--- src/rtl/codeword_bit_sequencer.sv ---
// rtl/codeword_bit_sequencer.sv - bit position tracker for runtime-configurable (N,K) codewords
// Holds N/K, walks bit_idx through the data and parity phases, and reports frame completion and aborts.
module codeword_bit_sequencer #(
  parameter int N_MAX   = 127,
  parameter int K_DEF   = 120,
  parameter int CNT_W   = $clog2(N_MAX + 1),
  parameter int FRAME_W = 16
) (
  input  logic               clk,
  input  logic               rst,
  input  logic               start,
  input  logic               error_flag,
  input  logic               cfg_load,
  input  logic [CNT_W-1:0]   cfg_n,
  input  logic [CNT_W-1:0]   cfg_k,
  output logic [CNT_W-1:0]   bit_idx,
  output logic               in_data,
  output logic               in_parity,
  output logic               last_bit,
  output logic               busy,
  output logic               done,
  output logic               aborted,
  output logic               cfg_err,
  output logic [FRAME_W-1:0] frame_cnt
);

  typedef enum logic [1:0] {IDLE, DATA, PARITY} state_t;

  localparam logic [CNT_W-1:0] ONE       = CNT_W'(1);
  localparam logic [CNT_W:0]   N_MAX_EXT = (CNT_W + 1)'(N_MAX);
  localparam logic [CNT_W:0]   TWO_EXT   = (CNT_W + 1)'(2);

  state_t           state;
  logic [CNT_W-1:0] n_reg;
  logic [CNT_W-1:0] k_reg;
  logic [CNT_W-1:0] last_idx;
  logic [CNT_W-1:0] next_idx;
  logic             cfg_ok;
  logic             cfg_window;

  assign last_idx  = n_reg - ONE;
  assign next_idx  = bit_idx + ONE;
  assign in_data   = bit_idx < k_reg;
  assign in_parity = !in_data;
  assign last_bit  = bit_idx == last_idx;
  assign busy      = state != IDLE;

  // Range checks use one extra bit so the N_MAX bound stays a real compare.
  assign cfg_ok = ({1'b0, cfg_n} >= TWO_EXT) && ({1'b0, cfg_n} <= N_MAX_EXT) &&
                  (cfg_k >= ONE) && (cfg_k <= cfg_n);
  assign cfg_window = (state == IDLE) && !start && !error_flag;

  always_ff @(posedge clk) begin
    if (rst) begin
      state     <= IDLE;
      bit_idx   <= '0;
      n_reg     <= CNT_W'(N_MAX);
      k_reg     <= CNT_W'(K_DEF);
      frame_cnt <= '0;
      done      <= 1'b0;
      aborted   <= 1'b0;
      cfg_err   <= 1'b0;
    end else begin
      done    <= 1'b0;
      aborted <= 1'b0;
      cfg_err <= 1'b0;

      // An abort drops any beat presented in the same cycle.
      if (error_flag) begin
        bit_idx <= '0;
        state   <= IDLE;
        aborted <= 1'b1;
      end else if (start) begin
        if (bit_idx == last_idx) begin
          bit_idx   <= '0;
          state     <= IDLE;
          frame_cnt <= frame_cnt + 1'b1;
          done      <= 1'b1;
        end else begin
          bit_idx <= next_idx;
          state   <= (next_idx >= k_reg) ? PARITY : DATA;
        end
      end

      if (cfg_load) begin
        if (cfg_window && cfg_ok) begin
          n_reg <= cfg_n;
          k_reg <= cfg_k;
        end else begin
          cfg_err <= 1'b1;
        end
      end
    end
  end

endmodule

--- config.mk ---
export PLATFORM = sky130hd
export DESIGN_NAME = codeword_bit_sequencer
export DESIGN_NICKNAME = d
export VERILOG_FILES = /design/src/rtl/codeword_bit_sequencer.sv
export SDC_FILE = /design/constraint.sdc
export NUM_CORES = 1
export LEC_CHECK = 0
export BUFFER_PORTS_ARGS = -buffer_cell sky130_fd_sc_hd__buf_2
export CORE_UTILIZATION = 30
export CTS_CLUSTER_DIAMETER = 150
export CTS_CLUSTER_SIZE = 28
export DETAILED_ROUTE_END_ITERATION = 10
export GPL_ROUTABILITY_DRIVEN = 0
export GPL_TIMING_DRIVEN = 0
export HOLD_SLACK_MARGIN = 0.03
export PLACE_DENSITY = 0.48
export SYNTH_ARGS = -nofsm -noshare
export SYNTH_HDL_FRONTEND = slang
export SYNTH_SLANG_ARGS = --single-unit
--- constraint.sdc ---
create_clock -name clk -period 3.3 [get_ports clk]
set_input_delay 0.66 -clock clk [delete_from_list [all_inputs] [get_ports clk]]
set_output_delay 0.66 -clock clk [all_outputs]
set_load 0.01 [all_outputs]
# Word-level counts from Yosys, hierarchy flattened
# Cells that the tools add are included.
# Widths: inputs -> output; s select.
totals:
  reg_bits: 42
  out_inout_bits: 30
  inputBits: 19
  wordCells: 41
classes:
  n_lt_le_gt_ge: 5
  n_eq_ne: 1
  n_addsub: 3
  bitwise: 3
  mux: 6
  reduce_logical: 15
op_table:
  columns: ["operator", "n"]
  rows:
  - ["$add 16x1->16 const B", 1]
  - ["$add 7x1->7 const B", 1]
  - ["$eq 7x7->1", 1]
  - ["$ge 7x1->1 const B", 1]
  - ["$ge 7x2->1 const B", 1]
  - ["$ge 7x7->1", 1]
  - ["$le 7x7->1", 1]
  - ["$lt 7x7->1", 1]
  - ["$mux 7", 1]
  - ["$sub 7x1->7 const B", 1]
  - ["$logic_and 1x1->1", 5]
  - ["$mux 2", 2]
  - ["$reduce_or 2->1", 2]
  - ["$logic_not 1->1", 3]
  - ["$mux 1", 3]
  - ["$not 1->1", 3]
  - ["$reduce_and 3->1", 1]
  - ["$reduce_or 3->1", 1]
  - ["$logic_not 2->1", 1]
  - ["$reduce_and 2->1", 1]
  - ["$reduce_bool 2->1", 1]

# Longest topological paths before layout
# Gate-level depths: netlist of run 1.
logic_depth:
  word_depth: 5
  depth_mapped: 10
  mapped_depth_nobuf: 9

# Worst setup path before layout of run 1
# No wires, ideal clock.
synth_path:
  kind: "input-to-reg"
  startpoint: "in cfg_n[5]"
  endpoint: "reg k_reg[2]"
  arrival_time_ps: 2630
  n_path_buf: 1
  setup_time_ps: 72
  cell_stages: 9
  slack_ps: 599
  path_cell_list: "inv_1 ha_1 a21o_1 a21oi_1 nor2b_1 a21boi_0 nor3_1 buf_2 mux2i_1"
synth_via:
  elab_chain_cells: 5
  elab_cells_between_ends: 6
  cone_classes: "2 x order compare; 4 x reduce/logical"
synth_lines:
  columns: ["element", "line_no", "rtl"]
  rows:
  - ["start, declared", "14", "input logic [CNT_W-1:0] cfg_n,"]
  - ["$ge 7x2->1", "49", "assign cfg_ok = ({1'b0, cfg_n} >= TWO_EXT) && ({1'b0, cfg_n} <= N_MAX_EXT) &&"]
  - ["$logic_and 1x1->1", "49", null]
  - ["$logic_and 1x1->1 *", "50", "(cfg_k >= ONE) && (cfg_k <= cfg_n);"]
  - ["$logic_and 1x1->1 *", "86", "if (cfg_window && cfg_ok) begin"]
  - ["$reduce_and 2->1 (no source line) *", null, null]
  - ["end signal, assigned", "58", "k_reg <= CNT_W'(K_DEF);"]
  - ["end signal, assigned", "88", "k_reg <= cfg_k;"]
  - ["end, declared", "35", "logic [CNT_W-1:0] k_reg;"]
# Mark *: on every way between the ends. The rest lies on a longest branch, timed or not.
# A chain may end at the register's enable or synchronous reset.

# Worst setup path in the final report of run 1
layout_path:
  startpoint: "reg bit_idx[2]"
  endpoint: "out last_bit"
layout_via:
  elab_chain_cells: 1
layout_lines:
  columns: ["element", "line_no", "rtl"]
  rows:
  - ["start, declared", "16", "output logic [CNT_W-1:0] bit_idx,"]
  - ["start signal, assigned", "80", "bit_idx <= next_idx;"]
  - ["$eq 7x7->1", "45", "assign last_bit = bit_idx == last_idx;"]
  - ["end, declared", "19", "output logic last_bit,"]
# Every way passes these cells.

==> results.txt, run 1 <==
Arr. time, crit path = 2440 ps
DRC Markers = 0
Top reg by flops = frame_cnt
Skew-Pair Late Insertion Delay = 300 ps
Internal = 728.5 µW
TritonCTS Buffers = 5
Post-route cell area = 3083 µm²
Worst Skew = 7.914 ps
Min cycle time layout = 3105 ps
Clock network power share = 0.361
R2r setup slk = 600 ps
Most frequent cells in the layout = buf_2 (48), dfxtp_1 (40), nor2_1 (30)
Largest net degree at the start of global routing = 14
Area contributors post-synth = dfxtp_1 (32%), ha_1 (11%), mux2i_1 (5.7%)
First-pass DRT Iterations = 4
Register area share after synthesis = 0.3217
Critical path required time = 2640 ps
Area occupied by multi-input gates = 1638 µm²
Vias = 2306
RSZ-0062 raised after global routing = no
Top FF cell, synth = dfxtp_1
CTS tree = built
Layout Nets = 391
Area grow syn2layout = 17.95%
Synth Cell Area = 2614 µm²
Switching Share = 0.2601
EDFF count, synth = 0
Initial antenna violation count = 0
Dpl cell area = 2980 µm²
Kind of critical path = flop to primary output
Slowest cell on the critical path = dfxtp_1
DR vias/cell = 5.079
Seq pwr share = 0.532
Combinational power share = 0.107
Most common cell after layout, fill and taps aside = buf_2
Slew @ Worst Pin = 963.1 ps
Clk root buf = clkbuf_8
Post-route antenna net violation count = 0
Post-DP HPWL = 4968 µm
Final period util = 0.9409
Startpoint Class = flop
Die Area = 9090 µm²
Unique masters post-synth = 49
Clock sinks = 42
Final setup violation count = 0
Power Density = 319.4 nW/µm²
Die W = 95.34 µm
Syn nets = 337
Yosys warning count = 0
Largest stage delay, worst path = 520 ps
Largest register FFs = 16
Leading area contributor after synthesis = dfxtp_1
Syn Inst Count = 294
Clock Tree Buf Depth = 2
Max VDD drop = 0.0001359 V
Die height = 95.34 µm
Worst Path Max Fanout = 10
Initial core utilization = 0.3134
Hold Path Depth = 2
Final Hold Fails = 0
Worst setup startpoint = bit_idx[2]
Top-area cell type share of the netlist area = 0.3217
Worst Setup EP = last_bit
Wire length per cell = 14.23 µm
Register bit count reported by yosys = 42
Vias in the first global route = 2086
Ports = 49
Hold/Removal Path Class = flop to flop
Fill cell count = 889
First-pass GRT wire length = 10480 µm
Final core occ = 0.3696
Hold Slack = 465.9 ps
RR Endpoint = frame_cnt[7]
Tot GR Track Use = 0.1487
Port buffer count = 47
Max Cap Violations = 0
# H-tree levels = 2
WL final = 6459 µm
Mean area per synthesized cell = 8.890 µm²
Total power draw = 984.6 µW
Status = completed
Setup TNS = 0 ps
DR iter-0 viols = 79
Post-synth ARST share = 0
Core area = 8341 µm²
F_max = 0.3221 GHz
Share of cells above drive strength 1 = 0.2006
Register Area = 843.3 µm²
RR Startpoint = bit_idx[2]
Total overflow reported by the global router = 0
Slew Viols, Final = 0
FF-to-FF path depth = 8
# rows = 33
N_diodes = 0
Psw = 256.1 µW
Worst-path cell chain = xor3_1 -> nor3_2 -> o211ai_1 -> or3_4 -> buf_6 -> inv_1 -> buf_2
Max transition margin = 0.3530
CTS clk-pin slew, worst paths = 80 ps
LEAKAGE = 1.349 nW
Critical path endpoint category = primary output
==> critical path, delay by kind of cell, from the launching register on <==
kind                      cells  cell delay, ps
DFF                           1             520
xor gates and xnor gates      1             490
buffers and inverters         3             390
AOI/OAI and AO/OA             1             180
and+or+nand+nor               2             570
==> cells in the mapped netlist, drive strengths merged (4+ instances only) <==
library cell	instances
a21oi	19
a22o	7
clkbuf	10
dfxtp	42
ha	24
inv	20
mux2i	15
nand2	9
nand2b	9
nand3	9
nand4	5
nor2	30
nor2b	4
nor3	4
nor3b	4
nor4	4
o21ai	4
o31ai	11
or4	13
xnor2	7
xor2	5
==> layer usage <==
| layer | track usage | part of all wire |
|---|---|---|
| met5 | 0 | 0 |
| met4 | 0.03409 | 0.0096 |
| met3 | 0.02632 | 0.035 |
| met2 | 0.2310 | 0.45 |
| met1 | 0.2122 | 0.51 |
==> logic make-up after synthesis <==
| kind of cell | Yosys count | synth area share |
|---|---|---|
| AND/OR/NAND/NOR | 104 | 0.2302 |
| AO/OA/AOI/OAI | 62 | 0.1685 |
| flip-flops | 42 | 0.3217 |
| buffers and inverters | 33 | 0.05361 |
| adder cells (fa/ha/maj) | 24 | 0.1149 |
| multiplexers | 16 | 0.06175 |
| XOR/XNOR | 13 | 0.04930 |
==> worst min-delay path by stage <==
stage / start / to / slack [ps]
after floorplan: state[1] / state[1] / 410
after global placement: state[1] / state[1] / 430
after detailed placement: state[1] / state[1] / 450
after CTS: state[1] / state[1] / 470
after global routing: state[0] / state[0] / 490
final: state[1] / state[1] / 470
==> power by group through the flow <==
stage | clock [mW] | combinational (mW) | sequential [mW]
after floorplan | 0 | 0.0674 | 0.534
after global placement | 0 | 0.105 | 0.535
after detailed placement | 0 | 0.106 | 0.535
after CTS | 0.369 | 0.106 | 0.523
after global routing | 0.396 | 0.119 | 0.525
final | 0.355 | 0.106 | 0.524
==> area by class of cell <==
type	instances	share of cell area
multi-input combinational	219	0.5312
sequential	42	0.2735
timing repair buffer	47	0.07630
tap	105	0.04261
clock buffer	6	0.02679
inverter	20	0.02435
buffer	13	0.02110
clock inverter	2	0.004058
==> timing repair <==
item                       CTS  global route
setup endpoints to repair    0             1
setup buffers                0             0
hold buffers                 0             0
hold endpoints to repair     0             0
resized for setup            0             4
==> through the flow <==
stage	instances	worst slack [ps]
after CTS	454	87.54
after global routing	454	41.76
after global placement	446	20.03
final	454	195.1
after floorplan	294	598.7
after detailed placement	446	76.59
No activity file was read; power rests on OpenSTA's default activity.
==> run 2, diff against run 1 <==
Settings changed: ABC_AREA from default to 1, PLACE_DENSITY 0.48 to 0.5.
==> run 2 against run 1 <==
Maximum frequency grew 13%; synthesized area grew 12%; total power grew 7.6%; clock power grew 15%; design area grew 12%; die area grew 12%; combinational power grew 16%; largest cell class unchanged; utilization shrank 0.14 points; clock-buffer cell count is the same; via count grew 23%; critical path type unchanged; wire length grew 19%; hold slack is essentially flat.
==> results.txt, run 2 <==
Largest register FFs = 16 (unchanged)
Register area share after synthesis = 0.2861 (was 0.3217)
Clock Tree Buf Depth = 2 (unchanged)
Leading area contributor after synthesis = dfxtp_1 (unchanged)
EDFF count, synth = 0 (unchanged)
DP Cell Count = 597 (was 446)
Final core occ = 0.3682 (was 0.3696)
Worst Skew = 8.991 ps (was 7.914 ps)
Syn Inst Count = 420 (was 294)
R2r setup slk = 920 ps (was 600 ps)
FF-to-FF path depth = 11 (was 8)
Layout Nets = 518 (was 391)
Area contributors post-synth = dfxtp_1 (29%), nand2_1 (14%), ha_1 (10%) (was dfxtp_1 (32%), ha_1 (11%), mux2i_1 (5.7%))
Max Cap Violations = 0 (unchanged)
CTS tree = built (unchanged)
Largest net degree at the start of global routing = 14 (unchanged)
Worst Path Max Fanout = 10 (unchanged)
Post-DP HPWL = 5917 µm (was 4968 µm)
Die Area = 10200 µm² (was 9090 µm²)
Ports = 49 (unchanged)
DR vias/cell = 4.671 (was 5.079)
Tot GR Track Use = 0.1566 (was 0.1487)
Post-route antenna net violation count = 0 (unchanged)
Final Non-Filler Cells = 605 (was 454)
Kind of critical path = flop to primary output (unchanged)
Register bit count reported by yosys = 42 (unchanged)
Post-route setup slack = 547.6 ps (was 195.1 ps)
Synth Cell Area = 2939 µm² (was 2614 µm²)
Share of cells above drive strength 1 = 0.1954 (was 0.2006)
Top reg by flops = frame_cnt (unchanged)
First-pass DRT Iterations = 4 (unchanged)
Min-delay src = state[1] (unchanged)
Clk root buf = clkbuf_8 (unchanged)
Post-route cell area = 3451 µm² (was 3083 µm²)
# H-tree levels = 2 (unchanged)
Port buffer count = 48 (was 47)
Clock sinks = 42 (unchanged)
Critical path required time = 2640 ps (about the same)
Startpoint Class = flop (unchanged)
Top-area cell type share of the netlist area = 0.2861 (was 0.3217)
Slew Viols, Final = 0 (unchanged)
Wire length per cell = 12.74 µm (was 14.23 µm)
Vias in the first global route = 2446 (was 2086)
Power Density = 306.9 nW/µm² (was 319.4 nW/µm²)
RR Startpoint = bit_idx[0] (was bit_idx[2])
Initial antenna violation count = 0 (unchanged)
Total overflow reported by the global router = 0 (unchanged)
Arr. time, crit path = 2090 ps (was 2440 ps)
Skew-Pair Late Insertion Delay = 290 ps (was 300 ps)
RSZ-0062 raised after global routing = no (unchanged)
Final Hold Fails = 0 (unchanged)
Top-count cell post-synth = nand2_1 (was dfxtp_1)
LEAKAGE = 1.724 nW (was 1.349 nW)
CTS clk-pin slew, worst paths = 90 ps (was 80 ps)
Initial core utilization = 0.3136 (was 0.3134)
Unique masters post-synth = 32 (was 49)
Most common cell after layout, fill and taps aside = nand2_1 (was buf_2)
Hold_buf cts = 0 (unchanged)
TritonCTS Buffers = 5 (unchanged)
# rows = 35 (was 33)
Die height = 101.0 µm (was 95.34 µm)
Mean area per synthesized cell = 6.998 µm² (was 8.890 µm²)
Die W = 101.0 µm (was 95.34 µm)
Area grow syn2layout = 17.41% (was 17.95%)
RR Endpoint = state[0] (was frame_cnt[7])
Hold Path Depth = 2 (unchanged)
Max transition margin = 0.6173 (was 0.3530)
Min cycle time layout = 2752 ps (was 3105 ps)
Hold Slack = 465.7 ps (was 465.9 ps)
Core area = 9371 µm² (was 8341 µm²)
Most frequent cells in the layout = nand2_1 (113), buf_2 (53), dfxtp_1 (42) (was buf_2 (48), dfxtp_1 (40), nor2_1 (30))
DR iter-0 viols = 134 (was 79)
Max VDD drop = 0.0001826 V (was 0.0001359 V)
Post-synth ARST share = 0 (unchanged)
Hold/Removal Path Class = flop to flop (unchanged)
DRC Markers = 0 (unchanged)
Syn nets = 463 (was 337)
Top FF cell, synth = dfxtp_1 (unchanged)
Final setup violation count = 0 (unchanged)
Critical path endpoint category = primary output (unchanged)
Hold EP = state[1] (unchanged)
Setup TNS = 0 ps (unchanged)
Cts repair resizes = 0 (unchanged)
WL final = 7705 µm (was 6459 µm)
N_diodes = 0 (unchanged)
First-pass GRT wire length = 12490 µm (was 10480 µm)
Total power draw = 1.059 mW (was 984.6 µW)
Status = completed (unchanged)
Postcts setup bufs = 0 (unchanged)
Yosys warning count = 0 (unchanged)
Final period util = 0.8340 (was 0.9409)
Place WS = 853.7 ps (was 76.59 ps)
Dpl cell area = 3341 µm² (was 2980 µm²)
Vias = 2826 (was 2306)
Post-synth top cells = nand2_1 (113), dfxtp_1 (42), inv_1 (40), a21oi_1 (35), nand3_1 (32) (was dfxtp_1 (42), nor2_1 (30), ha_1 (24), inv_1 (20), a21oi_1 (18))
Slew @ Worst Pin = 574.0 ps (was 963.1 ps)
F_max = 0.3633 GHz (was 0.3221 GHz)
[run 2: changes by cell type in the layout (fill, tap and decap cells not counted), moves of 7 or more]
cell and change:
nand2b_1 -9, inv_2 +8, nand3_1 +23, o31ai_1 -11, or4_1 -13, a22o_1 -7, inv_1 +20, a21oi_1 +17
nand2_1 +104, nand4_1 +17, mux2i_1 -15
[run 2: per-layer routing]
metal,vias to the layer above,wire [µm],GRT usage
met5,-,0,0
met4,0,38,0.03344
met3,2,282,0.02288
met2,51,3303,0.2387
met1,1278,4080,0.2316
li1,1495,-,-
[run 2: kinds of logic after synthesis]
| logic type | synth area share |
|---|---|
| xor+xnor | 0.05364 |
| flops | 0.2861 |
| buf+inv | 0.08769 |
| simple gates | 0.3610 |
| fa+ha+maj | 0.1022 |
| compound gates | 0.1094 |
[run 2: worst max-delay path by stage]
stage	end	from	depth (start not counted)	slack (ps)
after floorplan	in_parity	bit_idx[2]	5	1090
after global placement	last_bit	n_reg[0]	10	850
after detailed placement	last_bit	n_reg[0]	10	850
after CTS	last_bit	n_reg[0]	10	520
after global routing	last_bit	n_reg[0]	12	270
final	last_bit	n_reg[0]	10	550
[run 2: final cells by class]
| cell class | count | area, µm² |
|---|---|---|
| fill | 1044 | 5921 |
| multi-input combinational | 318 | 1841 |
| sequential | 42 | 840.8 |
| timing repair buffer | 48 | 240.2 |
| inverter | 49 | 183.9 |
| tap | 129 | 161.4 |
| buffer | 11 | 73.82 |
| clock buffer | 6 | 72.57 |
| clock inverter | 2 | 37.54 |
[run 2: worst max-delay path: stages, from the launching register on]
cell and delay, ps:
dfxtp_1 420, inv_2 90, ha_1 290, or2_0 100, nand2_1 50, nor2_1 170
nand3_1 100, nor2_1 170, nand2_2 190, inv_1 80, buf_2 120
[run 2: report_power, final]
part           switching [mW]  leakage [nW]  total, mW  internal, mW
registers              0.0102         0.340      0.527         0.516
logic                  0.0799          1.33      0.123        0.0431
clock network           0.183        0.0514      0.409         0.226
total                   0.273          1.72       1.06         0.785
==> run 3, diff against run 2 <==
Settings changed: ABC_AREA 1 to 0, PLACE_DENSITY 0.5 to 0.52.
Clock period 3.3 ns to 2.3 ns, I/O delays scaled along.
==> run 3 against run 2 <==
The flow now finishes with violations (setup timing); design area is 0.65% lower; hold slack worse by 54 ps; combinational power is 33% higher; via count is 16% lower; sequential share of layout area is 0.74 points higher; wire length is 9.8% lower; cell count is 22% lower.
==> results.txt, run 3 (synthesized netlist as in run 1, its figures left out) <==
Vias in the first global route = 2282 (was 2446)
Area grow syn2layout = 31.16% (was 17.41%)
Ports = 49 (unchanged)
Final period util = 1.134
Hold/Removal Path Class = input pin to flop (was flop to flop)
LEAKAGE = 1.457 nW (was 1.724 nW)
Final Hold Fails = 0 (unchanged)
Hold Path Depth = 2 (unchanged)
Skew-Pair Late Insertion Delay = 300 ps (was 290 ps)
Port buffer count = 47 (was 48)
Wire length per cell = 14.82 µm (was 12.74 µm)
# rows = 33 (was 35)
Largest net degree at the start of global routing = 15 (was 14)
Critical path endpoint category = primary output (unchanged)
Total overflow reported by the global router = 0 (unchanged)
Kind of critical path = flop to primary output (unchanged)
Hold_buf cts = 0 (unchanged)
Most frequent cells in the layout = buf_2 (47), dfxtp_1 (34), nor2_1 (30) (was nand2_1 (113), buf_2 (53), dfxtp_1 (42))
Initial core utilization = 0.3134 (was 0.3136)
Dpl cell area = 2995 µm² (was 3341 µm²)
Startpoint Class = flop (unchanged)
Clock sinks = 42 (unchanged)
Max transition margin = 0.2087 (was 0.6173)
FF-to-FF path depth = 8 (was 11)
F_max = 0.3833 GHz
CTS clk-pin slew, worst paths = 90 ps (about the same)
Layout Nets = 406 (was 518)
Initial antenna violation count = 0 (unchanged)
Critical path required time = 1840 ps (was 2640 ps)
Hold EP = aborted (was state[1])
RR Endpoint = frame_cnt[3] (was state[0])
Most common cell after layout, fill and taps aside = buf_2 (was nand2_1)
Arr. time, crit path = 2150 ps (was 2090 ps)
Post-DP HPWL = 4928 µm (was 5917 µm)
WL final = 6949 µm (was 7705 µm)
Min cycle time layout = 2609 ps
Post-route setup slack = -309.3 ps (was 547.6 ps)
Die Area = 9090 µm² (was 10200 µm²)
DR iter-0 viols = 93 (was 134)
Clock Tree Buf Depth = 2 (unchanged)
Power Density = 422.2 nW/µm² (was 306.9 nW/µm²)
Die W = 95.34 µm (was 101.0 µm)
Place WS = -380.1 ps (was 853.7 ps)
Post-route cell area = 3428 µm² (was 3451 µm²)
Max Cap Violations = 0 (unchanged)
Total power draw = 1.447 mW (was 1.059 mW)
First-pass DRT Iterations = 4 (unchanged)
Final setup violation count = 21 (was 0)
Slew Viols, Final = 0 (unchanged)
Min-delay src = error_flag (was state[1])
Die height = 95.34 µm (was 101.0 µm)
Slew @ Worst Pin = 1178 ps (was 574.0 ps)
Failing checks = setup timing
Largest register FFs = 16 (unchanged)
Vias = 2379 (was 2826)
# H-tree levels = 2 (unchanged)
Share of cells above drive strength 1 = 0.3434 (was 0.1954)
N_diodes = 0 (unchanged)
Top reg by flops = frame_cnt (unchanged)
RR Startpoint = n_reg[1] (was bit_idx[0])
First-pass GRT wire length = 11230 µm (was 12490 µm)
Status = finished with violations (was completed)
Worst Skew = 7.936 ps (was 8.991 ps)
CTS tree = built (unchanged)
Max VDD drop = 0.0002381 V (was 0.0001826 V)
Tot GR Track Use = 0.1608 (was 0.1566)
Worst Path Max Fanout = 5 (was 10)
Post-route antenna net violation count = 0 (unchanged)
DR vias/cell = 5.072 (was 4.671)
DRC Markers = 0 (unchanged)
Clk root buf = clkbuf_8 (unchanged)
Core area = 8341 µm² (was 9371 µm²)
TritonCTS Buffers = 5 (unchanged)
R2r setup slk = -270 ps (was 920 ps)
RSZ-0062 raised after global routing = yes (was no)
[run 3: cell types whose count changed in the layout (fill, tap and decap cells not counted), sizes merged, moves of 7 or more]
cell and change:
mux2i +15, a22o +7, clkbuf +7, a21oi -16, nand2b +9, or4 +13, nor2 -7, inv -27
o31ai +11, nand3 -27, buf +9, nand4 -17, nand2 -110
[run 3: layout make-up]
cell class	instances	area, µm²
buffer	11	72.57
clock buffer	6	82.58
clock inverter	2	16.27
fill	863	4912
inverter	20	77.57
multi-input combinational	219	1808
sequential	42	860.8
tap	105	131.4
timing repair buffer	64	379.1
[run 3: metal layers]
layer,wire (µm),GRT usage
met1,3364,0.2267
met2,3194,0.2524
met3,331,0.02392
met4,59,0.04545
met5,0,0
[run 3: critical path: stages, from the launching register on]
cell	delay, ps
dfxtp_4	370
or4b_4	530
o211ai_2	180
a21oi_2	90
or3_4	400
buf_6	140
inv_4	50
buf_6	90
[run 3: worst max-delay path by stage]
stage / startpoint / end / depth (start not counted)
after detailed placement: cfg_n[5] / n_reg[3] / 10
after global placement: cfg_n[5] / n_reg[0] / 10
after global routing: n_reg[4] / last_bit / 7
after floorplan: n_reg[2] / frame_cnt[13] / 8
after CTS: n_reg[1] / last_bit / 7
final: n_reg[1] / last_bit / 7
[run 3: stage by stage]
stage / utilization / std cells / TNS [ps] / hold slack, ps
2_1_floorplan: - / 294 / -224.4 / 412.1
3_3_place_gp: 0.3591 / 446 / -8752 / 430.7
3_5_place_dp: 0.3591 / 446 / -9060 / 441.1
4_1_cts: 0.4001 / 466 / -3038 / 400.6
5_1_grt: 0.4110 / 469 / -5779 / 404.7
6_report: 0.4110 / 469 / -3390 / 412.0
[run 3: what timing repair did]
action	CTS	global route
pin swaps	33	13
setup endpoints to repair	37	26
setup buffers	13	3
gates resized for setup	36	19
cloned	1	0
hold endpoints to repair	0	0
[run 3: report_power, final]
part	total [mW]	internal (mW)	leakage, nW	switching, mW
Combinational	0.163	0.0700	1.07	0.0931
Clock	0.534	0.248	0.0478	0.287
Sequential	0.750	0.736	0.342	0.0140
Total	1.45	1.05	1.46	0.394
